===== config.mk =====
export PLATFORM = sky130hd
export DESIGN_NAME = mcu_row_reader
export DESIGN_NICKNAME = d
export VERILOG_FILES = /design/src/rtl/mcu_row_reader.sv
export SDC_FILE = /design/constraint.sdc
export NUM_CORES = 1
export LEC_CHECK = 0
export ABC_AREA = 1
export BUFFER_PORTS_ARGS = -buffer_cell sky130_fd_sc_hd__buf_2
export CORE_MARGIN = 4
export CORE_UTILIZATION = 51
export CTS_CLUSTER_DIAMETER = 100
export DETAILED_ROUTE_END_ITERATION = 10
export HOLD_SLACK_MARGIN = 0.03
export PLACE_DENSITY_LB_ADDON = 0.25
export SLEW_MARGIN = 20
export SYNTH_ARGS = -nofsm -noshare
export SYNTH_HDL_FRONTEND = slang
export SYNTH_SLANG_ARGS = --single-unit
export TNS_END_PERCENT = 10

===== constraint.sdc =====
create_clock -name i_clock -period 2.2 [get_ports i_clock]
set_input_delay 0.11 -clock i_clock [delete_from_list [all_inputs] [get_ports i_clock]]
set_output_delay 0.11 -clock i_clock [all_outputs]
set_load 0.05 [all_outputs]

===== src/rtl/mcu_row_reader.sv =====
// -----------------------------------------------------------------------------
// mcu_row_reader
//
// Reads one completed MCU row (8 lines x width_pix pixels) out of the
// ingester's back buffer and streams it to the DCT stage in MCU order:
// MCU 0..NUM_MCU-1, each MCU as 64 pixels in raster order inside the 8x8.
// The MCUs are spread round-robin over num_ebr EBRs, so MCU m lives in EBR
// (m mod num_ebr) at word offset (m / num_ebr) * 64.
//
// Ports
//   i_clock              system clock
//   i_nreset             asynchronous active-low reset
//   i_frontbuffer_select ingester write bank (already synchronous to i_clock);
//                        any change means the other bank is complete
//   o_rd_bank            bank being read
//   o_rd_block_select    EBR index 0..num_ebr-1
//   o_rd_addr            EBR word address
//   o_rd_en              read strobe, i_rd_data is valid one cycle later
//   i_rd_data            muxed EBR read data
//   o_pix_data           output pixel
//   o_pix_valid          o_pix_data valid
//   i_pix_ready          downstream accepts on o_pix_valid && i_pix_ready
//   o_mcu_first          pixel is pixel 0 of its MCU
//   o_mcu_index          MCU number of the current pixel
//   o_row_done           one-cycle pulse after the last pixel is accepted
//   o_overrun            sticky: a buffer completed while a row was in progress
// -----------------------------------------------------------------------------
module mcu_row_reader #(
   parameter int width_pix = 320,
   parameter int num_ebr   = 5,
   parameter int ebr_size  = 512
) (
   input  logic       i_clock,
   input  logic       i_nreset,
   input  logic       i_frontbuffer_select,
   output logic       o_rd_bank,
   output logic [2:0] o_rd_block_select,
   output logic [8:0] o_rd_addr,
   output logic       o_rd_en,
   input  logic [7:0] i_rd_data,
   output logic [7:0] o_pix_data,
   output logic       o_pix_valid,
   input  logic       i_pix_ready,
   output logic       o_mcu_first,
   output logic [5:0] o_mcu_index,
   output logic       o_row_done,
   output logic       o_overrun
);

   localparam int NUM_MCU = width_pix / 8;
   localparam int NUM_PIX = 64 * NUM_MCU;
   // read counter: 6 bits of pixel-within-MCU, 6 bits of MCU number
   localparam int N_W     = 12;
   localparam int ADDR_W  = $clog2(ebr_size);
   // word offset of an MCU inside its EBR, in units of 64 pixels
   localparam int MDIV_W  = ADDR_W - 6;

   localparam logic [N_W-1:0] LAST_N     = N_W'(NUM_PIX - 1);
   localparam logic [2:0]     LAST_BLOCK = 3'(num_ebr - 1);

   typedef enum logic [1:0] {
      S_IDLE,
      S_READ,
      S_DRAIN
   } state_t;

   state_t r_state;
   state_t w_state_next;

   logic              r_fb_prev;
   logic              w_toggle;

   logic [N_W-1:0]    r_n;
   logic [2:0]        r_block;
   logic [MDIV_W-1:0] r_mdiv;

   logic              r_rd_bank;
   logic              r_pending;
   logic              r_overrun;
   logic              r_row_done;

   // metadata of the read currently in flight through the EBR
   logic              r_inflight;
   logic              r_meta_first;
   logic [5:0]        r_meta_index;

   // two-entry output FIFO
   logic [7:0]        r_fifo_data  [2];
   logic              r_fifo_first [2];
   logic [5:0]        r_fifo_index [2];
   logic              r_wr_ptr;
   logic              r_rd_ptr;
   logic [1:0]        r_count;

   logic              w_pop;
   logic [2:0]        w_level;
   logic              w_rd_en;
   logic              w_start;
   logic              w_row_end;

   assign w_toggle = (i_frontbuffer_select != r_fb_prev);
   assign w_pop    = o_pix_valid && i_pix_ready;

   // FIFO occupancy one cycle from now, counting the read already in flight.
   // Issuing only while this is below 2 means every issued read has a slot
   // waiting for it, which is what keeps the FIFO from overflowing.
   assign w_level  = {1'b0, r_count} + {2'b00, r_inflight} - {2'b00, w_pop};

   // ---------------------------------------------------------------- FSM
   always_ff @(posedge i_clock or negedge i_nreset) begin
      if (!i_nreset) begin
         r_state <= S_IDLE;
      end else begin
         r_state <= w_state_next;
      end
   end

   always_comb begin
      w_state_next = r_state;
      w_rd_en      = 1'b0;
      w_start      = 1'b0;
      w_row_end    = 1'b0;
      case (r_state)
         S_IDLE: begin
            if (w_toggle) begin
               w_start      = 1'b1;
               w_state_next = S_READ;
            end
         end
         S_READ: begin
            if (w_level < 3'd2) begin
               w_rd_en = 1'b1;
               if (r_n == LAST_N) begin
                  w_state_next = S_DRAIN;
               end
            end
         end
         S_DRAIN: begin
            // nothing in flight and the FIFO empties with this cycle's pop
            if (w_level == 3'd0) begin
               w_row_end = 1'b1;
               // a toggle landing on the completion cycle is treated as
               // already pending so the next row starts without a gap
               if (r_pending || w_toggle) begin
                  w_start      = 1'b1;
                  w_state_next = S_READ;
               end else begin
                  w_state_next = S_IDLE;
               end
            end
         end
         default: begin
            w_state_next = S_IDLE;
         end
      endcase
   end

   // ------------------------------------------------ control / status regs
   always_ff @(posedge i_clock or negedge i_nreset) begin
      if (!i_nreset) begin
         r_fb_prev  <= 1'b0;
         r_rd_bank  <= 1'b0;
         r_pending  <= 1'b0;
         r_overrun  <= 1'b0;
         r_row_done <= 1'b0;
      end else begin
         r_fb_prev  <= i_frontbuffer_select;
         r_row_done <= w_row_end;
         // The completed bank is always the one not being written. On a
         // fresh toggle that equals the previous select value as well.
         if (w_start) begin
            r_rd_bank <= ~i_frontbuffer_select;
         end
         if (w_start && (r_state == S_DRAIN)) begin
            r_pending <= 1'b0;
         end else if (w_toggle && (r_state != S_IDLE)) begin
            r_pending <= 1'b1;
         end
         if (w_toggle && (r_state != S_IDLE)) begin
            r_overrun <= 1'b1;
         end
      end
   end

   // -------------------------------------------------------- read counters
   // r_block / r_mdiv track (MCU mod num_ebr) and (MCU / num_ebr) by
   // stepping once per completed MCU, avoiding a divider.
   always_ff @(posedge i_clock or negedge i_nreset) begin
      if (!i_nreset) begin
         r_n     <= '0;
         r_block <= '0;
         r_mdiv  <= '0;
      end else if (w_start) begin
         r_n     <= '0;
         r_block <= '0;
         r_mdiv  <= '0;
      end else if (w_rd_en) begin
         r_n <= r_n + 1'b1;
         if (r_n[5:0] == 6'd63) begin
            if (r_block == LAST_BLOCK) begin
               r_block <= '0;
               r_mdiv  <= r_mdiv + 1'b1;
            end else begin
               r_block <= r_block + 1'b1;
            end
         end
      end
   end

   // ------------------------------------------------ read-data pipeline
   always_ff @(posedge i_clock or negedge i_nreset) begin
      if (!i_nreset) begin
         r_inflight   <= 1'b0;
         r_meta_first <= 1'b0;
         r_meta_index <= '0;
      end else begin
         r_inflight   <= w_rd_en;
         r_meta_first <= (r_n[5:0] == 6'd0);
         r_meta_index <= r_n[11:6];
      end
   end

   // ---------------------------------------------------------- output FIFO
   always_ff @(posedge i_clock or negedge i_nreset) begin
      if (!i_nreset) begin
         for (int i = 0; i < 2; i++) begin
            r_fifo_data[i]  <= '0;
            r_fifo_first[i] <= 1'b0;
            r_fifo_index[i] <= '0;
         end
      end else if (r_inflight) begin
         r_fifo_data[r_wr_ptr]  <= i_rd_data;
         r_fifo_first[r_wr_ptr] <= r_meta_first;
         r_fifo_index[r_wr_ptr] <= r_meta_index;
      end
   end

   always_ff @(posedge i_clock or negedge i_nreset) begin
      if (!i_nreset) begin
         r_wr_ptr <= 1'b0;
         r_rd_ptr <= 1'b0;
         r_count  <= '0;
      end else begin
         if (r_inflight) begin
            r_wr_ptr <= ~r_wr_ptr;
         end
         if (w_pop) begin
            r_rd_ptr <= ~r_rd_ptr;
         end
         r_count <= w_level[1:0];
      end
   end

   // ------------------------------------------------------------- outputs
   assign o_rd_bank         = r_rd_bank;
   assign o_rd_block_select = r_block;
   assign o_rd_addr         = {r_mdiv, r_n[5:0]};
   assign o_rd_en           = w_rd_en;
   assign o_pix_valid       = (r_count != 2'd0);
   assign o_pix_data        = r_fifo_data[r_rd_ptr];
   assign o_mcu_first       = r_fifo_first[r_rd_ptr];
   assign o_mcu_index       = r_fifo_index[r_rd_ptr];
   assign o_row_done        = r_row_done;
   assign o_overrun         = r_overrun;

endmodule


==> impl_results.md, run 1 <==
- Synth area leaders: dfrtp_1 (52%), nand2_1 (15%), o21ai_0 (5.8%), inv_1 (5.6%), ha_1 (2.7%)
- Antenna violations before repair: 0
- Setup CP Type: reg2out
- Post-Syn Area: 3210 um2
- DR WL/cell: 12.4 um
- Post-route cell area: 4130 um2
- FF+latch count, synth: 67
- Port bufs: 43
- Filler cells: 479
- P per Cell Area: 1550 nW/um2
- Status: finished with violations
- Global Route Usage Sum: 19.3%
- Setup Skew: 0.0101 ns
- Antenna viol nets, final: 0
- Final nets: 475
- DRC Markers: 0
- LEAKAGE: 2.22 nW
- Post-route setup TNS: -5.65 ns
- Failing checks: negative setup slack
- Core Area: 6030 um2
- Top cell type's share of synthesized area: 52.3%
- Fin. Hold Viols: 0
- CTS sink cnt: 67
- Hold crit path type: in2reg
- Worst Tran Pin Value: 0.505 ns
- Row count: 28
- Syn Inst Count: 384
- Yosys warning total: 0
- Crit start category: flop
- DP HPWL: 4.11 mm
- Tmin final: 2.55 ns
- Largest net degree at the start of global routing: 68
- TritonCTS clock tree: yes
- Clock network power share: 20.4%
- Post-Syn Nets: 404
- RSZ-0062 raised after global routing: true
- H-tree depth: 3
- Via count: 2633
- I/O Pins: 44
- Initial Utilization: 53.2%
- CP Data Required Time: 2.09 ns
- Initial DRC Count: 122
- Die Y: 87.3 um
- Reg2reg start: r_count[1]
- Max_cap viols: 0
- Logic pwr share: 51.0%
- CP endpoint kind: primary output
- Reg2Reg Setup Slack: -0.34 ns
- Dpl cell area: 3580 um2
- Layout area overhead: 28.7%
- Worst Reg-to-Reg Cells: 18
- Die X: 87.3 um
- F_max: 0.391 GHz
- Slew headroom: 66.1%
- Setup WS post-layout: -0.355 ns
- N_diodes: 0
- Final wirelength: 6.64 mm
- Seq pwr share: 28.6%
- Sequential cell area: 1680 um2
- Arrival @ worst endpoint: 2.44 ns
- Setup violators final: 24
- Utilization after layout: 68.5%
- Hold Path Cell Cnt: 3
- Net Sw Power: 0.00280 W
- Post-synthesis sequential area ratio: 52.3%
- Layout cells sized above 1: 28.0%
- Sw Ratio: 43.8%
- Worst Path Max Fanout: 3
- Synth cell types: 30
- First-pass GRT wire length: 11.5 mm
- Die area: 7620 um2
- Via-to-Cell Ratio: 4.92
- Worst VDD drop: 1.10 mV
- WHS Endpoint: r_fifo_data[9]
- Clock Tree Root: clkbuf_8
- Top cell type by total area after synthesis: dfrtp_1
- Clk slew on worst S/H paths: 0.07 ns
- Grt total ovfl: 0
- Post-synthesis area per instance: 8.35 um2
- Multi-input logic area: 1340 um2
- Min-delay src: i_rd_data[1]
- Drt pass-1 iters: 4
- Final slew viol count: 0
- Cell internal pwr: 0.00359 W
- GPL Wtd Cong: 0.798
- Inserted Clock Buffers: 9
- CTS max path bufs: 2
- Fin crit share: 116%
- Clock Latency Late Sink: 0.34 ns
- Reg2reg end: r_n[5]
- Vias in the first global route: 2557
==> area by class of cell <==
type,instances,area share [%]
clock buffer,12,4.00
clock inverter,4,2.30
inverter,53,4.82
multi-input combinational,246,32.6
sequential,67,40.6
tap,75,2.27
timing repair buffer,78,13.4
==> how the worst max path moves through the flow <==
stage                    start              endpoint  slack (ns)
global route        r_count[1]               o_rd_en       -0.45
CTS                 r_count[1]               o_rd_en       -0.36
global placement    r_count[0]  o_rd_block_select[1]       -0.27
detailed placement  r_count[0]  o_rd_block_select[1]       -0.36
floorplan           r_count[1]               r_n[10]       -0.32
finish              r_count[1]               o_rd_en       -0.35
==> kinds of logic (layout without fill, tap and decap cells) <==
kind of cell | after synthesis | count (layout) | share of synthesized area [%]
simple gates | 187 | 187 | 26.1
compound gates | 48 | 48 | 7.69
fa+ha+maj | 8 | 8 | 3.36
xor+xnor | 3 | 3 | 0.820
buf+inv | 71 | 147 | 9.75
flops | 67 | 67 | 52.3
==> power groups by stage <==
stage | logic [W] | clock network [W] | registers (W)
after floorplan | 0.00209 | 0 | 0.00184
after global placement | 0.00265 | 0 | 0.00182
after detailed placement | 0.00269 | 0 | 0.00184
after CTS | 0.00312 | 0.00134 | 0.00182
after global routing | 0.00354 | 0.00139 | 0.00188
final | 0.00326 | 0.00131 | 0.00183
==> routing by layer <==
| layer | share of wire (%) | track usage [%] |
|---|---|---|
| met5 | 0 | 0 |
| met4 | 2.1 | 9.21 |
| met3 | 4.9 | 4.92 |
| met2 | 48 | 31.8 |
| met1 | 45 | 23.6 |
==> sequential cells by signal, indices dropped and copies added, names as in the netlist, 2 cells and up <==
name,flops
o_rd_block_select,3
r_count,2
r_fifo_data,16
r_fifo_first,2
r_fifo_index,12
r_mdiv,3
r_meta_index,6
r_n,12
r_state,2
==> synthesized netlist by cell type, drive strengths merged <==
master	number
a21oi	4
buf	10
clkbuf	8
clkinv	1
dfrtp	67
fa	1
ha	7
inv	52
nand2	132
nand3	14
nand3b	1
nand4	13
nor2	22
nor3	2
nor4	1
o21ai	43
o21bai	1
or2	2
xor2	3
==> through the flow <==
step,hold slack (ns),total power [W],cells,setup slack (ns)
floorplan,-0.186,0.00393,384,-0.322
CTS,0.0316,0.00628,533,-0.363
global route,0.0660,0.00681,535,-0.447
finish,0.0475,0.00639,535,-0.355
detailed placement,0.159,0.00452,501,-0.358
global placement,0.155,0.00447,501,-0.268
==> cell usage in the layout (no fill, tap or decap) <==
cell type      Yosys  layout
a21oi_1            4       3
a21oi_2            0       1
buf_12             0       3
buf_2              1      42
buf_4              6      21
buf_6              3       4
bufinv_16          0       3
clkbuf_8           0      12
clkinv_1           1       1
clkinv_2           0       1
dfrtp_1           67      67
dlygate4sd3_1      0       8
fa_2               0       1
ha_1               7       5
ha_4               0       2
inv_1             48      43
inv_2              4       9
nand2_1          126     119
nand2_2            4       8
nand2_4            2       4
nand2_8            0       1
nand3_1           13      11
nand3_2            1       2
nand3_4            0       1
nand3b_1           1       1
nand4_1           12      12
nand4_2            1       1
nor2_1            16      15
nor2_2             2       1
nor2_4             4       6
nor3_1             2       1
nor3_2             0       1
nor4_4             0       1
o21ai_0           37      33
o21ai_1            5       8
o21ai_2            1       2
o21bai_1           1       1
or2_2              2       2
xor2_1             3       3
==> what timing repair did <==
item                                   in CTS  in global routing
endpoints found under the hold margin      76                  0
pin swaps                                   8                 11
gates resized for setup                    25                 11
setup endpoints to repair                  23                 25
gates cloned                                0                  0
hold buffers                                8                  0
setup buffers                               8                  2
==> critical path: stages (launching register included) <==
cell and delay [ns]:
dfrtp_1 0.40, inv_2 0.11, nand2_8 0.06, nand2_4 0.05, inv_2 0.04, ha_4 0.26, inv_2 0.04, ha_4 0.14
fa_2 0.55, inv_2 0.06, nand3_4 0.08, nor2_4 0.05, buf_12 0.12, buf_12 0.14
Power figures use the tool's default switching activity.
==> run 2, diff against run 1 <==
--- a/config.mk
+++ b/config.mk
@@ -8,7 +8,8 @@
 export ABC_AREA = 1
 export BUFFER_PORTS_ARGS = -buffer_cell sky130_fd_sc_hd__buf_2
 export CORE_MARGIN = 4
-export CORE_UTILIZATION = 51
+export CORE_UTILIZATION = 37
+export CTS_BUF_LIST = sky130_fd_sc_hd__clkbuf_8
 export CTS_CLUSTER_DIAMETER = 100
 export DETAILED_ROUTE_END_ITERATION = 10
 export HOLD_SLACK_MARGIN = 0.03
==> constraint.sdc (replaced) <==
create_clock -name i_clock -period 2.2 [get_ports i_clock]
set_input_delay 0.33 -clock i_clock [delete_from_list [all_inputs] [get_ports i_clock]]
set_output_delay 0.33 -clock i_clock [all_outputs]
set_load 0.05 [all_outputs]
==> impl_results.md, run 2 (synthesis results as in run 1) <==
- DRC Markers: 0 (unchanged)
- Arrival @ worst endpoint: 2.33 ns (was 2.44 ns)
- Antenna violations before repair: 0 (unchanged)
- Crit start category: flop (unchanged)
- Multi-input logic area: 1330 um2 (was 1340 um2)
- Via count: 2585 (was 2633)
- CP endpoint kind: primary output (unchanged)
- Drt pass-1 iters: 4 (unchanged)
- P per Cell Area: 1470 nW/um2 (was 1550 nW/um2)
- Global Route Usage Sum: 14.2% (was 19.3%)
- First-pass GRT wire length: 11.4 mm (was 11.5 mm)
- Dpl cells: 532 (was 501)
- Number of flip-flops in the largest register: 16 (unchanged)
- Final nets: 469 (was 475)
- Clock Latency Late Sink: 0.35 ns (was 0.34 ns)
- F_max: 0.377 GHz (was 0.391 GHz)
- CTS max path bufs: 2 (unchanged)
- Worst VDD drop: 0.612 mV (was 1.10 mV)
- CP Data Required Time: 1.87 ns (was 2.09 ns)
- Fin crit share: 121% (was 116%)
- Fin. Hold Viols: 0 (unchanged)
- DP HPWL: 4.31 mm (was 4.11 mm)
- Reg with most FFs: r_fifo_data (unchanged)
- TritonCTS clock tree: yes (unchanged)
- Die Y: 101 um (was 87.3 um)
- I/O Pins: 44 (unchanged)
- Layout cells sized above 1: 27.8% (was 28.0%)
- Setup violators final: 24 (unchanged)
- Post-route setup TNS: -6.83 ns (was -5.65 ns)
- Row count: 33 (was 28)
- Commonest non-fill, non-tap cell in the layout: nand2_1 (unchanged)
- Initial DRC Count: 105 (was 122)
- Die X: 101 um (was 87.3 um)
- Filler cells: 811 (was 479)
- DR WL/cell: 11.8 um (was 12.4 um)
- Final wirelength: 6.61 mm (was 6.64 mm)
- GPL Wtd Cong: 0.769 (was 0.798)
- Largest regs: r_fifo_data: 16 flops, r_fifo_index: 12 flops, r_n: 12 flops (unchanged)
- Antenna viol nets, final: 0 (unchanged)
- Initial Utilization: 38.4% (was 53.2%)
- Tmin final: 2.66 ns (was 2.55 ns)
- Setup Skew: 0.00898 ns (was 0.0101 ns)
- Final slew viol count: 0 (unchanged)
- Max_cap viols: 0 (unchanged)
- N_diodes: 0 (unchanged)
- Failing checks: negative setup slack (unchanged)
- Worst Path Max Fanout: 2 (was 3)
- Worst hold margin: 0.159 ns (was 0.0475 ns)
- Via-to-Cell Ratio: 4.62 (was 4.92)
- Hold crit path type: in2reg (unchanged)
- Status: finished with violations (unchanged)
- Core Area: 8340 um2 (was 6030 um2)
- Setup WS post-layout: -0.456 ns (was -0.355 ns)
- Worst Tran Pin Value: 0.872 ns (was 0.505 ns)
- Grt total ovfl: 0 (unchanged)
- CTS sink cnt: 67 (unchanged)
- Port bufs: 43 (unchanged)
- Finished Layout Cells: 559 (was 535)
- Clock Tree Root: clkbuf_8 (unchanged)
- LEAKAGE: 2.15 nW (was 2.22 nW)
- Clk slew on worst S/H paths: 0.07 ns (about the same)
- Commonest cells after routing, fill and taps aside: nand2_1 (122), dfrtp_1 (67), inv_1 (43), buf_2 (42), o21ai_0 (34) (was nand2_1 (119), dfrtp_1 (67), inv_1 (43), buf_2 (42), o21ai_0 (33))
- RSZ-0062 raised after global routing: true (unchanged)
- H-tree depth: 3 (unchanged)
- DP Worst Slack: -0.442 ns (was -0.358 ns)
- Layout area overhead: 24.6% (was 28.7%)
- Setup CP Type: reg2out (unchanged)
- Vias in the first global route: 2492 (was 2557)
- Die area: 10200 um2 (was 7620 um2)
- Largest net degree at the start of global routing: 68 (unchanged)
- Slew headroom: 41.7% (was 66.1%)
- Sequential cell area: 1680 um2 (unchanged)
- Inserted Clock Buffers: 9 (unchanged)
run 2: changes by cell type in the layout (fill, tap and decap cells not counted), moves of 3 or more:
| cell | previous run | this run |
|---|---|---|
| nand2_2 | 8 | 5 |
| clkinv_4 | 0 | 3 |
| bufinv_16 | 3 | 0 |
| clkbuf_8 | 12 | 9 |
| dlygate4sd3_1 | 8 | 1 |
| nand2_1 | 119 | 122 |
run 2: final timing paths:
check / from / to / slack, ns / cells past startpoint
worst max-delay path: r_count[1] / o_rd_en / -0.46 / 12
worst min-delay path: i_frontbuffer_select / r_fb_prev / 0.16 / 1
worst max register to register: r_count[1] / r_n[4] / -0.38 / 17
worst min register to register: r_n[11] / r_meta_index[5] / 0.39 / 0
max in group asynchronous: i_nreset / o_rd_block_select[0] / 1.38 / 3
min in group asynchronous: i_nreset / r_fifo_data[9] / 0.53 / 3
run 2: routing by layer:
layer / vias to the layer above / part of all wire (%) / GRT usage, % / routed length, um
met1: 1197 / 46 / 17.6 / 3050
met3: 6 / 5.7 / 5.26 / 375
met4: 0 / 0.82 / 4.29 / 54
met5: - / 0 / 0 / 0
met2: 56 / 47 / 22.9 / 3130
li1: 1326 / - / - / -
run 2: layout make-up:
class / instances / area share (%)
inverter: 53 / 5.04
clock buffer: 9 / 3.10
clock inverter: 7 / 1.32
tap: 105 / 3.29
timing repair buffer: 72 / 11.9
multi-input combinational: 246 / 33.4
sequential: 67 / 42.0
run 2: timing repair:
item | in CTS | in global routing
hold endpoints to repair | 67 | 0
pin swaps | 10 | 5
gates resized for setup | 27 | 5
setup endpoints to repair | 25 | 25
hold buffers | 1 | 0
setup buffers | 10 | 1
run 2: metrics by stage:
step | power, W | cell area [um2] | util (%)
floorplan | 0.00393 | 3240 | -
global placement | 0.00447 | 3610 | 43.3
detailed placement | 0.00452 | 3610 | 43.3
CTS | 0.00593 | 3970 | 47.6
global route | 0.00635 | 4000 | 47.9
finish | 0.00589 | 4000 | 47.9
run 2: power breakdown:
group	leakage (nW)	internal (W)	switching [W]
clock	0.0896	0.000414	0.000497
combinational	1.20	0.00109	0.00207
sequential	0.862	0.00160	0.000226
total	2.15	0.00310	0.00279
run 2: worst max-delay path, cell delays in order, from the launching register on:
cell and delay [ns]:
dfrtp_1 0.40, inv_2 0.11, nand2_8 0.06, nand2_4 0.07, inv_4 0.04, ha_4 0.25
inv_2 0.04, ha_4 0.15, fa_2 0.43, inv_2 0.09, nand3_4 0.07, nor2_4 0.13
buf_8 0.16
